## src/rtl/reg_bank_pkg.sv

```systemverilog
// ---------------------------------------------------------------------------
// reg_bank_pkg
// Shared definitions for the general-purpose register bank and its arbiter.
//   state_t        : bank controller state (normal service / clear sweep)
//   port_t         : requester identity, also the encoding of RID
//   DEF_NREGS/DW   : default bank geometry
// ---------------------------------------------------------------------------
package reg_bank_pkg;

    localparam int DEF_NREGS = 8;
    localparam int DEF_DW    = 16;

    typedef enum logic {
        ST_IDLE  = 1'b0,
        ST_CLEAR = 1'b1
    } state_t;

    typedef enum logic {
        PORT_CTRL  = 1'b0,   // control unit
        PORT_DEBUG = 1'b1    // debug / load path
    } port_t;

endpackage : reg_bank_pkg

```

## src/rtl/reg_bank_arbiter_rr_arb2.sv

```systemverilog
// ---------------------------------------------------------------------------
// rr_arb2
// Two-requester round-robin arbiter with a single priority pointer.
// Ports:
//   CLK    in   clock
//   RES    in   asynchronous active-low reset; forces gnt to zero while low
//   req    in   [1:0] request vector
//   enable in   arbitration allowed this cycle
//   gnt    out  [1:0] combinational grant, one-hot or zero
// ---------------------------------------------------------------------------
module rr_arb2 (
    input  logic       CLK,
    input  logic       RES,
    input  logic [1:0] req,
    input  logic       enable,
    output logic [1:0] gnt
);

    // Index of the port that wins when both request.
    logic ptr_q;

    // NOTE: every signal written in an always_comb gets a default on entry,
    // so no path through the block can leave it unassigned and infer a latch.
    always_comb begin
        gnt = 2'b00;
        if (enable && RES) begin
            case (req)
                2'b01:   gnt = 2'b01;
                2'b10:   gnt = 2'b10;
                2'b11:   gnt = ptr_q ? 2'b10 : 2'b01;
                default: gnt = 2'b00;
            endcase
        end
    end

    // The port just served loses priority; an idle cycle leaves it alone.
    // NOTE: sequential state uses non-blocking assignments so every flop
    // samples the pre-edge values, independent of statement order.
    always_ff @(posedge CLK or negedge RES) begin
        if (!RES) begin
            ptr_q <= 1'b0;
        end else if (gnt[0]) begin
            ptr_q <= 1'b1;
        end else if (gnt[1]) begin
            ptr_q <= 1'b0;
        end
    end

endmodule : rr_arb2

```

## src/rtl/reg_bank_arbiter.sv

```systemverilog
// ---------------------------------------------------------------------------
// reg_bank_arbiter
// Single owner of the general-purpose register bank. Two requesters share
// one access per cycle through a round-robin arbiter; a clear command
// sweeps the bank to zero, one register per cycle.
// Ports:
//   CLK             in   clock, all state changes on the rising edge
//   RES             in   asynchronous active-low reset
//   REQ0/REQ1       in   access request, held until granted
//   WE0/WE1         in   1 = write, 0 = read
//   ADDR0/ADDR1     in   register index
//   WDATA0/WDATA1   in   write data
//   GNT0/GNT1       out  combinational grant; access happens at the edge
//                        closing the grant cycle
//   RDATA           out  registered read data, held between reads
//   RVALID          out  one-cycle pulse qualifying RDATA
//   RID             out  requester that owns RDATA
//   CLR             in   level-sampled clear command
//   BUSY            out  registered, high while the clear sweep runs
// ---------------------------------------------------------------------------
module reg_bank_arbiter
    import reg_bank_pkg::*;
#(
    parameter  int NREGS = DEF_NREGS,
    parameter  int DW    = DEF_DW,
    localparam int AW    = $clog2(NREGS)
) (
    input  logic          CLK,
    input  logic          RES,
    input  logic          REQ0,
    input  logic          REQ1,
    input  logic          WE0,
    input  logic          WE1,
    input  logic [AW-1:0] ADDR0,
    input  logic [AW-1:0] ADDR1,
    input  logic [DW-1:0] WDATA0,
    input  logic [DW-1:0] WDATA1,
    output logic          GNT0,
    output logic          GNT1,
    output logic [DW-1:0] RDATA,
    output logic          RVALID,
    output logic          RID,
    input  logic          CLR,
    output logic          BUSY
);

    localparam logic [AW-1:0] LAST_IDX = AW'(NREGS - 1);

    state_t        state_q, state_d;
    logic [AW-1:0] cnt_q, cnt_d;
    logic          busy_q;

    logic [DW-1:0] regs [NREGS];

    logic [1:0]    gnt;
    logic          arb_en;
    port_t         sel;
    logic          acc_valid;
    logic          acc_we;
    logic [AW-1:0] acc_addr;
    logic [DW-1:0] acc_wdata;

    logic [DW-1:0] rdata_q;
    logic          rvalid_q;
    port_t         rid_q;

    // -----------------------------------------------------------------------
    // Arbitration: only in IDLE, and not in the cycle that samples CLR.
    // -----------------------------------------------------------------------
    assign arb_en = (state_q == ST_IDLE) && !CLR;

    rr_arb2 u_arb (
        .CLK    (CLK),
        .RES    (RES),
        .req    ({REQ1, REQ0}),
        .enable (arb_en),
        .gnt    (gnt)
    );

    assign GNT0 = gnt[0];
    assign GNT1 = gnt[1];

    // Granted port's command, selected once and shared by read and write.
    assign sel       = gnt[1] ? PORT_DEBUG : PORT_CTRL;
    assign acc_valid = |gnt;
    assign acc_we    = (sel == PORT_DEBUG) ? WE1    : WE0;
    assign acc_addr  = (sel == PORT_DEBUG) ? ADDR1  : ADDR0;
    assign acc_wdata = (sel == PORT_DEBUG) ? WDATA1 : WDATA0;

    // -----------------------------------------------------------------------
    // Controller FSM and clear counter
    // -----------------------------------------------------------------------
    always_comb begin
        state_d = state_q;
        cnt_d   = cnt_q;
        case (state_q)
            ST_IDLE: begin
                if (CLR) begin
                    state_d = ST_CLEAR;
                    cnt_d   = '0;
                end
            end
            ST_CLEAR: begin
                // Counter wraps to zero after the last index, which is also
                // the value IDLE expects.
                cnt_d = cnt_q + AW'(1);
                if (cnt_q == LAST_IDX) begin
                    state_d = ST_IDLE;
                end
            end
            default: begin
                state_d = ST_IDLE;
                cnt_d   = '0;
            end
        endcase
    end

    always_ff @(posedge CLK or negedge RES) begin
        if (!RES) begin
            state_q <= ST_IDLE;
            cnt_q   <= '0;
            busy_q  <= 1'b0;
        end else begin
            state_q <= state_d;
            cnt_q   <= cnt_d;
            busy_q  <= (state_d == ST_CLEAR);
        end
    end

    assign BUSY = busy_q;

    // -----------------------------------------------------------------------
    // Register storage
    // -----------------------------------------------------------------------
    // NOTE: the bank must read zero straight out of reset, so the storage is
    // built from resettable flops rather than an inferred RAM macro.
    always_ff @(posedge CLK or negedge RES) begin
        if (!RES) begin
            for (int i = 0; i < NREGS; i++) begin
                regs[i] <= '0;
            end
        end else if (state_q == ST_CLEAR) begin
            regs[cnt_q] <= '0;
        end else if (acc_valid && acc_we) begin
            regs[acc_addr] <= acc_wdata;
        end
    end

    // -----------------------------------------------------------------------
    // Read register: captures the pre-edge contents of the addressed entry.
    // -----------------------------------------------------------------------
    always_ff @(posedge CLK or negedge RES) begin
        if (!RES) begin
            rdata_q  <= '0;
            rvalid_q <= 1'b0;
            rid_q    <= PORT_CTRL;
        end else begin
            rvalid_q <= acc_valid && !acc_we;
            if (acc_valid && !acc_we) begin
                rdata_q <= regs[acc_addr];
                rid_q   <= sel;
            end
        end
    end

    assign RDATA  = rdata_q;
    assign RVALID = rvalid_q;
    assign RID    = rid_q;

endmodule : reg_bank_arbiter

```

## config.mk

```make
export PLATFORM = sky130hd
export DESIGN_NAME = reg_bank_arbiter
export DESIGN_NICKNAME = d
export VERILOG_FILES = /design/src/rtl/reg_bank_pkg.sv /design/src/rtl/reg_bank_arbiter_rr_arb2.sv /design/src/rtl/reg_bank_arbiter.sv
export SDC_FILE = /design/constraint.sdc
export NUM_CORES = 1
export LEC_CHECK = 0
export ABC_AREA = 1
export CELL_PAD_IN_SITES_DETAIL_PLACEMENT = 0
export CELL_PAD_IN_SITES_GLOBAL_PLACEMENT = 1
export CORE_ASPECT_RATIO = 0.6
export CORE_MARGIN = 4
export CORE_UTILIZATION = 45
export CTS_CLUSTER_DIAMETER = 60
export DETAILED_ROUTE_END_ITERATION = 8
export PLACE_DENSITY_LB_ADDON = 0.1
export REMOVE_ABC_BUFFERS = 1
export SLEW_MARGIN = 15
export SYNTH_ARGS = -nofsm -noshare
export SYNTH_HDL_FRONTEND = slang
export SYNTH_SLANG_ARGS = --single-unit
```

## constraint.sdc

```tcl
create_clock -name CLK -period 4.08 [get_ports CLK]
set_clock_uncertainty 0.1 [all_clocks]
set_input_delay 1.224 -clock CLK [delete_from_list [all_inputs] [get_ports CLK]]
set_output_delay 1.224 -clock CLK [all_outputs]
set_load 0.03 [all_outputs]
```

* After elaboration in Yosys (flattened, before gate mapping)
Cells that the tools add are included.
** Operators by class
- Reductions and logical operators :: 11
- Order comparisons :: 4
- Bitwise gates (word level) :: 5
- $add $sub $neg :: 1
- Eq/ne operators :: 5
- Muxes and demuxes :: 24
** Operator list (count)
- 2-to-1 mux 128 bit :: 2
- AND 128 bit :: 1
- bitwise mux 128 bit :: 1
- NOT 128 bit :: 1
- demux 16 bit (select 3 bit) :: 2
- 2-to-1 mux 16 bit :: 5
- binary-select mux 16 bit (select 3 bit) :: 1
- greater-or-equal comparator 4 bit (second input constant) :: 2
- < comparator 4 x 1 -> 1 bit (second input constant) :: 2
- NOT 3 -> 4 bit :: 2
- logical AND 1 bit :: 6
- 2-to-1 mux 1 bit :: 6
- 2-to-1 mux 3 bit :: 2
- one-hot mux 2 bit (3 select lines) :: 1
- one-hot mux 3 bit (2 select lines) :: 1
- equality test 2 bit (second input constant) :: 2
- 2-to-1 mux 2 bit :: 2
- nonzero test 2 bit :: 2
- adder 3 x 1 -> 3 bit (second input constant) :: 1
- equality test 3 bit (second input constant) :: 1
- equality test 2 x 1 -> 1 bit (second input constant) :: 1
- logical NOT 1 bit :: 2
- inequality test 2 bit (second input constant) :: 1
- one-hot mux 1 bit (2 select lines) :: 1
- 2 further kinds :: 2
** Word-level totals
- Input port bits :: 45
- Flip-flop bits (word level) :: 151
- Word-level logic and storage cells :: 64
- Output and inout port bits :: 21

* Longest topological paths before layout
Gate-level depths: netlist (run 1).
- Depth in word-level cells :: 14
- Mapped depth :: 17
- Mapped depth without buffers :: 14

* Cells and area by module
From an unflattened synthesis (run 1), not the netlist that was laid out.
** Unflattened totals
- Cells, all modules :: 1128
- Area, all modules :: 8052.7 sq um
** By module, submodules not included
- reg_bank_arbiter :: cells each 1117, times used 1, sequential area each 3753.6 sq um, area an instance 7986.4 sq um
- rr_arb2 :: cells each 11, times used 1, sequential area each 25.0 sq um, area an instance 66.3 sq um

* Least setup slack after synthesis (run 1)
Ideal clock, no wire load.
- Path type :: in2out
- Start :: input CLR
- End :: output GNT1
- Data arrival time :: 2003 ps
- Stages :: 5
- Path buffers :: 2
- Required time :: 2756 ps
- Path slack :: 753 ps
- Cells stage by stage :: nor2_4 nand2_2 a21oi_4 buf_6 buf_2
** Between the ends
- Word-level cells in the longest chain between the ends :: 4
** Ends and longest elaborated chain
- start, declared :: line reg_bank_arbiter.sv:43 : input logic CLR,
- logical NOT 1 bit :: line reg_bank_arbiter.sv:70 : assign arb_en = (state_q == ST_IDLE) && !CLR;
- logical AND 1 bit :: line reg_bank_arbiter.sv:70
- logical AND 1 bit :: line reg_bank_arbiter_rr_arb2.sv:26 : if (enable && RES) begin
- 2-to-1 mux 2 bit :: line reg_bank_arbiter_rr_arb2.sv:26
- end, declared :: line reg_bank_arbiter.sv:39 : output logic GNT1,
No other way between the ends.

* Final worst setup path (run 1)
- Start :: input CLR
- End :: output GNT0
** Between the ends
- Word-level cells in the longest chain between the ends :: 4
** Ends and longest elaborated chain
- logical NOT 1 bit :: line reg_bank_arbiter.sv:70
- logical AND 1 bit :: line reg_bank_arbiter.sv:70
- logical AND 1 bit :: line reg_bank_arbiter_rr_arb2.sv:26
- 2-to-1 mux 2 bit :: line reg_bank_arbiter_rr_arb2.sv:26
- end, declared :: line reg_bank_arbiter.sv:38 : output logic GNT0,
No other way between the ends.

==> results of run 1 <==
critical path, cell delays in order:
cell             delay (ns)
clkdlybuf4s50_1        0.48
nor2_4                 0.17
nand2_2                0.10
nor2_1                 0.19
buf_4                  0.21
power groups by stage:
| stage | Sequential, mW | Combinational, mW | Clock [mW] |
|---|---|---|---|
| 6_report | 2.50 | 2.69 | 1.66 |
| 3_5_place_dp | 2.50 | 2.64 | 0 |
| 5_1_grt | 2.56 | 2.98 | 1.76 |
| 4_1_cts | 2.48 | 2.65 | 1.68 |
| 3_3_place_gp | 2.49 | 2.62 | 0 |
| 2_1_floorplan | 2.54 | 1.53 | 0 |
flip-flops by register name (all words and copies together), names as in the netlist:
register and count:
RDATA 16, BUSY 1, cnt_q 3, RID 1
u_arb.ptr_q 1, RVALID 1, regs 128
cells by family after synthesis:
kind of cell	Yosys count	share of synthesized area (%)
AND/OR/NAND/NOR	995	47.1
flip-flops	151	39.9
AO/OA/AOI/OAI	123	7.04
buffers and inverters	108	5.70
adder cells (fa/ha/maj)	2	0.264
layout make-up:
cell class,count,area (sq um)
fillers,2017,9460
multi-input cells,1120,5170
flip-flops and latches,151,3780
repair buffers,101,967
clock buffers,22,474
well taps,273,342
clock inverters,8,121
inverters,12,52.6
synth_stat cells, drive strengths merged:
library cell,instances,area [sq um]
a21oi,2,21.3
a22o,1,8.76
buf,55,334
clkbuf,41,154
dfrtp,151,3780
ha,2,25.0
inv,12,52.6
nand2,568,2240
nand3,350,1850
nor2,76,367
o21ai,119,629
o21bai,1,7.51
or2,1,6.26
worst max-delay path by stage:
stage,start,endpoint,slack (ns),cells after the start
final,CLR,GNT0,0.38,5
after floorplan,BUSY,regs[118],-1.97,11
after global routing,CLR,GNT0,0.34,5
after detailed placement,REQ1,regs[56],0.22,10
after CTS,CLR,GNT0,0.40,5
after global placement,CLR,regs[123],0.29,13
routing by layer:
| metal | up-vias | share of wire [%] | wire, um | global-route usage [%] |
|---|---|---|---|---|
| met5 | - | 0 | 0 | 0 |
| met4 | 0 | 2.4 | 833 | 8.50 |
| met3 | 47 | 12 | 4200 | 9.58 |
| met2 | 518 | 38 | 13500 | 38.4 |
| met1 | 4659 | 47 | 16700 | 47.5 |
| li1 | 4594 | - | - | - |
==> impl_metrics.yaml, run 1 <==
grt:
  grt_pass1_wl_um: 54900
  grt_start_max_net_pins: 85
  grt_pass1_vias: 8823
  antenna_found_initial: 2
  grt_usage_pct: 30.1
  gr-total-overflow: 0
clocking:
  clk_latency_ns: 0.44
  cts_max_level: 4
  root_buffer: "clkbuf_16"
  cts_setup_buffers: 0
  hold_buffers: 0
  clk_pin_slew_worst_paths_ns: 0.06
  cts_buffer_depth: 2
  cts_tree: "done"
  cts_resized: 0
  clock-sinks: 151
  cts_made_buffers: 17
timing:
  setup_slack_ns: 0.384
  tns_ns: 0
  max_freq_mhz: 271
  slew_headroom_pct: 13.0
  holdWs_ns: 0.377
  setup_viol: 0
  tightest_slew_ns: 1.30
  finalCritPeriodShare_pct: 90.6
  rsz0062_at_grt: "false"
  hold_viol: 0
  drv_slew: 0
  period_needed_ns: 3.70
outcome:
  status: "finished, final reports clean"
synth:
  ys_ff_latch: 151
  yosysSeqAreaShare_pct: 39.9
  syn_avg_cell_area_sq_um: 6.87
  syn_area_sq_mm: 0.00948
  ys_warn_count: 0
  synthDistinctLibCells: 29
  synthesis.instances: 1379
pwr:
  p_per_area_mw_per_mm2: 629
  power_frac_comb_pct: 39.3
  p_leak_nw: 5.49
  ir_worst_vdd_mv: 0.322
  clkPwrFrac_pct: 24.2
  p_switching_mw: 2.98
  seqPwrFrac_pct: 36.5
  total_power_mw: 6.86
  p_int_mw: 3.88
  switching_share_pct: 43.5
critical_path:
  critPathCaptureType: "output pin"
  worstPathRequired_ns: 2.76
  r2r_end: "regs[107]"
  r2r_slack_ns: 0.91
  worstSetupPathType: "input port to output pin"
  worstPathMaxFanout: 3
  start_kind: "input port"
  r2r_cells: 8
  critical_path_arrival_ns: 2.37
  rr_startpoint: "BUSY"
cells_and_area:
  fin_area_sq_mm: 0.0109
  drive_gt1_share_pct: 8.27
  mostFrequentLayoutCell: "nand2_1"
  utilization_pct: 53.6
  area_growth_pct: 15.1
  instances_no_fill: 1687
  final_nets: 1450
  diodes: 0
  final_cell_mix: "nand2_1, nand3_1, dfrtp_1"
die:
  coreArea_sq_mm: 0.0204
  start_util_pct: 46.5
  dieWidth_um: 195
  io_pins: 66
  fp.dieH_um: 120
  die-area_sq_mm: 0.0235
  rows: 40
place:
  dp_hpwl_um: 22100
  gp_congestion: 0.884
  dpl.cell_count: 1657
  postPlaceCellArea_sq_mm: 0.0103
  place_ws_ns: 0.219
  port_buffers: 65
routing:
  vias_per_cell: 5.82
  dr_total_vias: 9818
  drt_wl_total_um: 35200
  dr.pass1.iters: 6
  drc_errors: 0
  wire_per_inst_um: 20.9
  antenna_left: 0
  drt_iter0_markers: 1284
job:
  cap_violations: 0
hold_path:
  whs_endpoint: "RDATA[15]"
  hold_depth: 2
  hp-start: "RDATA[15]"
  hold_class: "flip-flop to flip-flop"
Power figures use the tool's default switching activity.
==> run 2: changes to the inputs <==
- CORE_UTILIZATION: 45 -> 48
- CTS_BUF_LIST: default -> sky130_fd_sc_hd__clkbuf_8
==> run 2 against run 1 <==
Setup slack worse by 0.11 ns. Sequential cell count unchanged. Power down 5.1%. Clock power down 25%. Register-to-register slack better by 0.42 ns. Cell count up 0.12%. Critical path depth unchanged. Final area down 1.6%. Worst hold slack better by 0.0047 ns. Die area down 5.9%. Sequential share of layout area up 0.57 points. Critical path type unchanged.
==> impl_metrics.yaml, run 2 (same netlist as run 1, synthesis figures left out) <==
critical_path:
  start_kind: "input port"
  r2r_slack_ns: 1.33
  r2r_cells: 14
  critPathCaptureType: "output pin"
  worstPathRequired_ns: 2.76
  worstPathMaxFanout: 7
  critical_path_arrival_ns: 2.48
  worstSetupPathType: "input port to output pin"
  r2r_end: "RDATA[12]"
  crit_start: "CLR"
  worstSetupEndpoint: "GNT1"
  rr_startpoint: "BUSY"
routing:
  drt_iter0_markers: 1324
  drc_errors: 0
  drt_wl_total_um: 36400
  vias_per_cell: 5.89
  dr.pass1.iters: 6
  wire_per_inst_um: 21.5
  antenna_left: 0
  dr_total_vias: 9945
pwr:
  total_power_mw: 6.51
  p_per_area_mw_per_mm2: 606
  ir_worst_vdd_mv: 0.328
  p_leak_nw: 5.42
timing:
  drv_slew: 0
  setup_slack_ns: 0.276
  finalCritPeriodShare_pct: 93.2
  setup_viol: 0
  tightest_slew_ns: 0.897
  holdWs_ns: 0.382
  max_freq_mhz: 263
  rsz0062_at_grt: "false"
  period_needed_ns: 3.80
  hold_viol: 0
  slew_headroom_pct: 40.2
grt:
  grt_pass1_vias: 8946
  grt_start_max_net_pins: 68
  grt_usage_pct: 33.0
  antenna_found_initial: 1
  gr-total-overflow: 0
  grt_pass1_wl_um: 55400
clocking:
  root_buffer: "clkbuf_8"
  clk_pin_slew_worst_paths_ns: 0.09
  cts_buffer_depth: 2
  clk_latency_ns: 0.48
  cts_made_buffers: 17
  cts_max_level: 4
  cts_tree: "done"
  clock-sinks: 151
  cts_setup_buffers: 0
  hold_buffers: 0
  cts_resized: 0
outcome:
  status: "finished, final reports clean"
die:
  start_util_pct: 49.3
  rows: 39
  coreArea_sq_mm: 0.0192
  fp.dieH_um: 117
  dieWidth_um: 189
  die-area_sq_mm: 0.0221
  io_pins: 66
cells_and_area:
  multi_input_area_sq_mm: 0.00517
  seqCellArea_sq_mm: 0.00378
  diodes: 0
  mostFrequentLayoutCell: "nand2_1"
  top_register: "regs"
  final_nets: 1457
  largest_register_ffs: 128
  instances_no_fill: 1689
  fillCellCount: 1911
  fin_area_sq_mm: 0.0107
  final_cell_mix: "nand2_1, nand3_1, dfrtp_1"
  area_growth_pct: 13.3
  drive_gt1_share_pct: 9.00
place:
  port_buffers: 65
  dp_hpwl_um: 22600
  gp_congestion: 0.857
  postPlaceCellArea_sq_mm: 0.0103
  dpl.cell_count: 1657
  place_ws_ns: 0.223
hold_path:
  hold_class: "flip-flop to flip-flop"
  hold_depth: 2
job:
  cap_violations: 0
run 2: cell count changes in the layout (fill, tap and decap cells not counted), sizes merged:
cell / delta
clkbuf: -5
buf: +7
bufinv: -1
inv: +6
clkinvlp: +1
clkinv: +1
run 2: critical path: stages:
cell and delay [ns]:
clkdlybuf4s50_1 0.47, nor2_4 0.18, nand2_2 0.10, a21oi_4 0.26, buf_4 0.23
run 2: layout make-up:
class | instances | area share [%]
Tap cell | 266 | 3.10
Sequential cell | 151 | 35.2
Clock buffer | 17 | 2.18
Inverter | 12 | 0.490
Multi-Input combinational cell | 1120 | 48.2
Timing Repair Buffer | 108 | 9.27
Clock inverter | 15 | 1.55
run 2: how the worst min path moves through the flow:
stage,startpoint,to
3_5_place_dp,RDATA[13],RDATA[13]
5_1_grt,RDATA[11],RDATA[11]
6_report,RID,RID
3_3_place_gp,RDATA[5],RDATA[5]
4_1_cts,RID,RID
2_1_floorplan,u_arb.ptr_q,u_arb.ptr_q
run 2: routing by layer:
metal / vias up / global-route usage, % / wire length, um
met4: 2 / 7.61 / 641
met2: 593 / 44.6 / 14400
met3: 49 / 11.7 / 4760
met5: - / 0 / 19
met1: 4695 / 50.1 / 16600
li1: 4606 / - / -
run 2: power by group:
part	total [mW]	leakage (nW)	internal (mW)	switching [mW]
Sequential	2.48	2.07	2.02	0.457
Clock	1.24	0.200	0.558	0.685
Combinational	2.79	3.15	0.858	1.93
Total	6.51	5.42	3.44	3.07
run 2: stage by stage:
step                setup TNS, ns  utilization (%)
floorplan                 -269.15                -
global placement                0             53.7
detailed placement              0             53.7
CTS                             0             55.8
global route                    0             55.8
finish                          0             55.8
